===== config.mk =====
export PLATFORM = sky130hd
export DESIGN_NAME = tms_wb_loader
export DESIGN_NICKNAME = d
export VERILOG_FILES = /design/src/rtl/tms_wb_loader.sv
export SDC_FILE = /design/constraint.sdc
export NUM_CORES = 1
export LEC_CHECK = 0
export ABC_CLOCK_PERIOD_IN_PS = 2200
export CAP_MARGIN = 0
export CORE_MARGIN = 2
export CORE_UTILIZATION = 25
export DETAILED_ROUTE_END_ITERATION = 16
export PLACE_DENSITY = 0.49
export SKIP_LAST_GASP = 1
export SYNTH_ARGS = -nofsm -noshare
export SYNTH_HDL_FRONTEND = slang
export SYNTH_SLANG_ARGS = --single-unit

===== constraint.sdc =====
create_clock -name wb_clk_i -period 2.2 [get_ports wb_clk_i]
set_input_delay 0.44 -clock wb_clk_i [delete_from_list [all_inputs] [get_ports wb_clk_i]]
set_output_delay 0.44 -clock wb_clk_i [all_outputs]
set_load 0.05 [all_outputs]

===== src/rtl/tms_wb_loader.sv =====
// tms_wb_loader
//   Boot loader for the TMS1x00 core wrapper. Packs an incoming byte stream
//   little-endian into 32-bit words, writes each word into the wrapper's
//   program-RAM window over Wishbone classic (optionally reading it back to
//   verify), then writes ctrl_word to the wrapper control register.
//
// Ports
//   wb_clk_i, wb_rst_i       clock, synchronous active-high reset
//   start, ctrl_word         begin a load; ctrl_word latched on start
//   byte_in/_valid/_ready    byte stream handshake (ready only in FILL)
//   wbm_*                    Wishbone classic initiator
//   busy, done, error        load status; done/error held until next start
//   word_idx                 index of the word being loaded
module tms_wb_loader #(
   parameter logic [31:0] BASE_ADDR = 32'h3001_0000,
   parameter logic [31:0] CTRL_ADDR = 32'h3080_0000,
   parameter int unsigned WORDS     = 512,
   parameter int unsigned VERIFY    = 1,
   parameter int unsigned TIMEOUT   = 16
) (
   input  logic        wb_clk_i,
   input  logic        wb_rst_i,
   input  logic        start,
   input  logic [31:0] ctrl_word,
   input  logic [7:0]  byte_in,
   input  logic        byte_valid,
   output logic        byte_ready,
   output logic [31:0] wbm_adr_o,
   output logic [31:0] wbm_dat_o,
   input  logic [31:0] wbm_dat_i,
   output logic        wbm_we_o,
   output logic [3:0]  wbm_sel_o,
   output logic        wbm_cyc_o,
   output logic        wbm_stb_o,
   input  logic        wbm_ack_i,
   output logic        busy,
   output logic        done,
   output logic        error,
   output logic [8:0]  word_idx
);

   typedef enum logic [2:0] {
      S_IDLE, S_FILL, S_GAP, S_WR, S_RD, S_ADV, S_CTRL, S_FAIL
   } state_t;

   localparam logic [8:0]  LAST_IDX = 9'(WORDS - 1);
   localparam logic [15:0] TO_LAST  = 16'(TIMEOUT - 1);

   state_t      state_q, state_d;
   state_t      gap_nxt_q, gap_nxt_d;   // where GAP goes once ack has fallen
   logic [31:0] word_q, word_d;
   logic [31:0] ctrl_q, ctrl_d;
   logic [1:0]  byte_cnt_q, byte_cnt_d;
   logic [8:0]  idx_q, idx_d;
   logic [15:0] to_q, to_d;
   logic        done_q, done_d;
   logic        err_q, err_d;
   logic        bus_st;

   // Strobe is a pure decode of the state flop, so a reset edge drops
   // cyc/stb immediately and outputs cannot move while waiting for ack.
   assign bus_st = (state_q == S_WR) || (state_q == S_RD) || (state_q == S_CTRL);

   always_comb begin
      state_d    = state_q;
      gap_nxt_d  = gap_nxt_q;
      word_d     = word_q;
      ctrl_d     = ctrl_q;
      byte_cnt_d = byte_cnt_q;
      idx_d      = idx_q;
      to_d       = '0;
      done_d     = done_q;
      err_d      = err_q;

      unique case (state_q)
         S_IDLE: begin
            if (start) begin
               ctrl_d     = ctrl_word;
               done_d     = 1'b0;
               err_d      = 1'b0;
               idx_d      = '0;
               byte_cnt_d = '0;
               state_d    = S_FILL;
            end
         end
         S_FILL: begin
            if (byte_valid) begin
               word_d[{byte_cnt_q, 3'b000} +: 8] = byte_in;
               byte_cnt_d = byte_cnt_q + 2'd1;
               if (byte_cnt_q == 2'd3) begin
                  gap_nxt_d = S_WR;
                  state_d   = S_GAP;
               end
            end
         end
         // The slave's ack lags stb by two stages; a new strobe must not
         // start until ack has been seen low, or the stale ack completes it.
         S_GAP: begin
            if (!wbm_ack_i) state_d = gap_nxt_q;
         end
         S_WR, S_RD, S_CTRL: begin
            to_d = to_q + 16'd1;
            if (wbm_ack_i) begin
               if (state_q == S_WR) begin
                  if (VERIFY != 0) begin
                     gap_nxt_d = S_RD;
                     state_d   = S_GAP;
                  end else begin
                     state_d   = S_ADV;
                  end
               end else if (state_q == S_RD) begin
                  if (wbm_dat_i != word_q) begin
                     err_d   = 1'b1;
                     done_d  = 1'b1;
                     state_d = S_FAIL;
                  end else begin
                     state_d = S_ADV;
                  end
               end else begin
                  done_d  = 1'b1;
                  state_d = S_IDLE;
               end
            end else if (to_q == TO_LAST) begin
               err_d   = 1'b1;
               done_d  = 1'b1;
               state_d = S_FAIL;
            end
         end
         S_ADV: begin
            if (idx_q == LAST_IDX) begin
               gap_nxt_d = S_CTRL;
               state_d   = S_GAP;
            end else begin
               idx_d      = idx_q + 9'd1;
               byte_cnt_d = '0;
               state_d    = S_FILL;
            end
         end
         S_FAIL: state_d = S_IDLE;
         default: state_d = S_IDLE;
      endcase
   end

   always_ff @(posedge wb_clk_i) begin
      if (wb_rst_i) begin
         state_q    <= S_IDLE;
         gap_nxt_q  <= S_IDLE;
         word_q     <= '0;
         ctrl_q     <= '0;
         byte_cnt_q <= '0;
         idx_q      <= '0;
         to_q       <= '0;
         done_q     <= 1'b0;
         err_q      <= 1'b0;
      end else begin
         state_q    <= state_d;
         gap_nxt_q  <= gap_nxt_d;
         word_q     <= word_d;
         ctrl_q     <= ctrl_d;
         byte_cnt_q <= byte_cnt_d;
         idx_q      <= idx_d;
         to_q       <= to_d;
         done_q     <= done_d;
         err_q      <= err_d;
      end
   end

   always_comb begin
      wbm_adr_o = '0;
      wbm_dat_o = '0;
      if (state_q == S_CTRL) begin
         wbm_adr_o = CTRL_ADDR;
         wbm_dat_o = ctrl_q;
      end else if (state_q == S_WR || state_q == S_RD) begin
         wbm_adr_o = BASE_ADDR + {21'b0, idx_q, 2'b00};
         if (state_q == S_WR) wbm_dat_o = word_q;
      end
   end

   assign wbm_we_o   = (state_q == S_WR) || (state_q == S_CTRL);
   assign wbm_sel_o  = 4'hF;
   assign wbm_cyc_o  = bus_st;
   assign wbm_stb_o  = bus_st;
   assign byte_ready = (state_q == S_FILL);
   assign busy       = (state_q != S_IDLE) && (state_q != S_FAIL);
   assign done       = done_q;
   assign error      = err_q;
   assign word_idx   = idx_q;

endmodule


After elaboration in Yosys (flattened, before gate mapping)
Index checks and enable logic that the tools add are counted.
{"block": "totals", "ff_bits": 99, "input_bits": 77, "out_inout_bits": 84, "wordCells": 103}
{"block": "op_classes", "n_addsub": 5, "eq_ne": 25, "shifts": 2, "n_mux": 41, "bitwise": 1, "reduce_logical": 20}
{"op": "$mux W32", "n": 3}
{"op": "$mux W31", "n": 2}
{"op": "$mux W3", "n": 13}
{"op": "$bwmux W32", "n": 1}
{"op": "$ne A32 B32 Y1", "n": 1}
{"op": "$shift A8 B7 Y32 const A", "n": 1}
{"op": "$shiftx A8 B7 Y32", "n": 1}
{"op": "$add A30 B11 Y31 const A", "n": 1}
{"op": "$mux W9", "n": 2}
{"op": "$pmux W3 S6", "n": 1}
{"op": "$pmux W9 S2", "n": 1}
{"op": "$add A16 B1 Y16 const B", "n": 1}
{"op": "$eq A16 B4 Y1 const B", "n": 1}
{"op": "$ne A3 B3 Y1 const B", "n": 5}
{"op": "$ne A2 B2 Y1 const B", "n": 7}
{"op": "$eq A3 B3 Y1 const B", "n": 4}
{"op": "$reduce_and A6 Y1", "n": 2}
{"op": "$mux W2", "n": 5}
{"op": "$reduce_and A5 Y1", "n": 2}
{"op": "$add A9 B1 Y9 const B", "n": 1}
{"op": "$eq A9 B9 Y1 const B", "n": 1}
{"op": "$mux W1", "n": 9}
{"op": "$pmux W3 S3", "n": 1}
{"op": "$reduce_bool A3 Y1", "n": 3}
{"op": "other kinds (19)", "n": 25}

Longest topological paths before layout
{"block": "logic_depth", "depth_word": 6, "ltp_mapped": 9, "ltp_nobuf": 9}

Worst setup path before layout
OpenSTA, ideal clock, no wires.
{"block": "synth_path", "path_type": "reg-to-output", "startpoint": "reg state_q[2]", "endpoint": "out wbm_dat_o[22]", "arrival_ns": 1.795, "t_required_ns": 1.760, "path_slack_ns": -0.035, "stages_incl_launch_ff": 7, "n_path_buf": 3, "path_cell_list": "dfxtp_1 -> buf_6 -> nor2b_1 -> and2_1 -> clkbuf_1 -> buf_2 -> a22o_1"}
{"block": "synth_via", "elab_chain_cells": 4, "word_cells_on_any_way": 7, "classes_between": "eq/ne (3); mux (3); reduce/logical (1)"}
{"element": "from (decl)", "line_no": "49", "rtl": "state_t state_q, state_d;"}
{"element": "from (signal assigned)", "line_no": "156", "rtl": "state_q <= state_d;"}
{"element": "$eq A3 B2 Y1 or $eq A3 B3 Y1 (tied branches)", "line_no": "174, 176"}
{"element": "$mux W32 or $logic_or A1 B1 Y1 (tied branches)", "line_no": "176, 174"}
{"element": "$mux W32", "line_no": "174", "rtl": "end else if (state_q == S_WR || state_q == S_RD) begin"}
{"element": "$mux W32 *", "line_no": "171", "rtl": "if (state_q == S_CTRL) begin"}
{"element": "to (decl)", "line_no": "29", "rtl": "output logic [31:0] wbm_dat_o,"}
Every way passes the cells marked *; elsewhere a longest branch is shown, timed or not.

Worst setup path in the final report
{"block": "layout_path", "startpoint": "reg state_q[0]", "endpoint": "out wbm_we_o"}
{"block": "layout_via", "elab_chain_cells": 2, "word_cells_on_any_way": 3, "classes_between": "eq/ne (2); reduce/logical (1)"}
{"element": "$eq A3 B2 Y1 or $eq A3 B3 Y1 (tied branches)", "line_no": "180", "rtl": "assign wbm_we_o = (state_q == S_WR) || (state_q == S_CTRL);"}
{"element": "$logic_or A1 B1 Y1 *", "line_no": "180"}
{"element": "to (decl)", "line_no": "31", "rtl": "output logic wbm_we_o,"}
Marks and branches as above.

==> run metrics <==
Root Driver clkbuf_16; Post-synth top flop dfxtp_1; Global Route Usage Sum between 10% and 20%; cell type with the largest total area after synthesis dfxtp_1; CTS tree done; worst hold endpoint gap_nxt_q[1]; Yosys warning total 0; Reg-to-Reg End byte_cnt_q[1]; Syn Inst Count between 600 and 700; Num CTS Buffers 9; Worst Path Arrival around 1.7 ns; top cells by count, synth nand2_1 (119), dfxtp_1 (99), a21oi_1 (79); Synth cell types between 50 and 60; drt wl/cell 15.79 um; Req. time, crit path around 1.8 ns; f_max approximately 470 MHz; Place WS -0.05582 ns; Skew-Pair Late Insertion Delay 0.35 ns; CTS Buffer Depth 2; flops & latches, synth just under 100; Max VDD drop 0.4240 mV; count of input and output buffers approximately 140; io pins 161; die area 0.02195 mm2; drt first-iter violations 320; Max Transition Viols Final 0; Layout Nets about 900; Post-Syn Area per Cell about 8 um2; count of maximum capacitance violations 0; top-count cell post-synth nand2_1; Initial Util roughly a quarter; Routed WL 16,820 um; FP Rows 52; drt pass-1 iters 5; area grow syn2layout 49.72%; Via-to-Cell Ratio 4.550; fin crit period around 2.1 ns; first-pass GRT wire length between 20,000 and 30,000 um; Post-synth EDFFs 0; final hold vios 0; DP HPWL 12,740 um; CTS Hold Bufs 0; initial antenna violation count 0; Sink Count between 90 and 100; Final Util 38.33%; crit path kind reg2out; pwr dens 787.9 mW/mm2; largest net degree at the start of global routing 35; register cell area after layout slightly below 0.002 mm2; gp weighted congestion approximately 0.86; sequential-to-total area share from yosys stat between 30% and 40%; layout cells sized above 1 between 10% and 20%; Die Wd 148.2 um; fillers around 2,100; Core Region between 0.02 and 0.025 mm2; cell depth of the worst flop-to-flop path 9; vias in the first global route between 4,000 and 5,000; status finished clean; Post-synth ARST share 0%; antenna viol nets, final 0; R2R setup slack 0.26 ns; P_leak 2.889 nW; setup ws final 0.08940 ns; Clk pin slew, worst setup/hold paths 0.07 ns; Synth Cell Area 0.005196 mm2; Die H between 100 and 150 um; worst min path class in2reg; hold path depth 2; fin crit share between 90% and 100%; Clock Skews roughly 0.0048 ns; H-tree Lvls 3; reg-to-reg startpoint word_idx[5]; grt total ovfl 0; DRC viols 0; final setup vio count 0; top cells by area, synth dfxtp_1 (38%), nand2_1 (8.6%), a21oi_1 (7.6%), xor2_1 (6.9%), a22o_1 (5.4%); Vias 4,846; post-synth top area share a little under two fifths; RSZ-0062 raised after global routing false; footprint of the multi-input gates just under 0.003 mm2; Slew @ Worst Pin between 0.5 and 0.6 ns; Worst setup EP type output port; hold path startpoint wb_rst_i; CP max FO 16; max-slew headroom at the worst pin between 60% and 70%; startpoint types register
==> layout by cell type (no fill, tap or decap), types with 4 or more instances in the layout <==
master and n:
a21oi_1 79, nor4_1 13, a22o_1 23, nand3_1 40, or3_1 5, and3_1 8, clkbuf_16 9, xnor2_1 8
ha_1 9, nor2b_2 9, nor2_1 37, buf_4 29, nand4_1 9, nor3_1 8, nand2b_1 4, o21ai_0 11
xor2_1 41, conb_1 23, clkdlybuf4s50_1 84, buf_12 54, inv_1 10, dfxtp_1 98, a22o_2 9, nand2_1 119
==> state kept, by name, summed over array words and instances (netlist names) <==
name	count
byte_cnt_q	2
ctrl_q	32
done	1
error	1
gap_nxt_q	3
state_q	3
to_q	16
word_idx	9
word_q	32
==> power by group <==
group	internal (W)	total, W	switching [W]
registers	0.00199	0.00212	0.000127
clock network	0.00100	0.00172	0.000716
logic	0.000926	0.00229	0.00137
total	0.00392	0.00613	0.00221
==> stage by stage <==
stage	setup TNS (ns)	total power (W)	cell area, um2	std cells	hold WS (ns)
floorplan	-0.1568	0.003544	5286	672	0.4175
global placement	-0.05944	0.004440	7413	1048	0.4331
detailed placement	-0.1087	0.004442	7413	1048	0.4460
CTS	-0.09778	0.006183	7746	1064	0.4301
global route	0	0.006492	7777	1064	0.4589
finish	0	0.006130	7780	1065	0.4470
==> area by class of cell <==
cell class                 count  area share (%)
timing repair buffer         171           28.00
inverter                      10          0.4825
multi-input combinational    498           37.57
tap                          270           4.342
antenna                        1         0.03216
clock inverter                 6           1.142
clock buffer                  10           2.943
sequential                    99           25.49
==> what timing repair did <==
item,CTS,global route
setup buffers,0,0
setup endpoints to repair,41,35
endpoints found under the hold margin,0,0
gates resized for setup,7,11
==> logic make-up after synthesis <==
| logic type | share of synthesized area, % |
|---|---|
| other cells | 0.1445 |
| compound gates | 16.57 |
| flops | 38.14 |
| simple gates | 26.17 |
| mux | 0.3853 |
| fa+ha+maj | 2.167 |
| buf+inv | 8.163 |
| xor+xnor | 8.259 |
==> worst max path at each step <==
stage | start | to | slack, ns | cells after the start
floorplan | state_q[2] | wbm_adr_o[10] | -0.02 | 6
global placement | wbm_dat_i[31] | done | -0.03 | 8
detailed placement | wbm_dat_i[3] | done | -0.06 | 8
CTS | state_q[0] | wbm_adr_o[5] | -0.02 | 5
global route | state_q[1] | wbm_dat_o[16] | 0.008 | 4
finish | state_q[0] | wbm_we_o | 0.09 | 5
==> per-layer routing <==
metal / share of wire (%) / vias to the layer above / GRT usage, %
met2: 46 / 132 / 23.98
met5: 0 / - / 0
li1: - / 2479 / -
met1: 46 / 2226 / 21.16
met4: 1.0 / 0 / 3.714
met3: 7.2 / 9 / 4.387
==> critical path, stage by stage (launching register included) <==
cell and delay [ns]:
dfxtp_1 0.41, nor2b_4 0.06, and2_2 0.23, buf_12 0.16
or2_2 0.30, buf_12 0.15
Note: power is estimated with default switching activity, not from simulation.
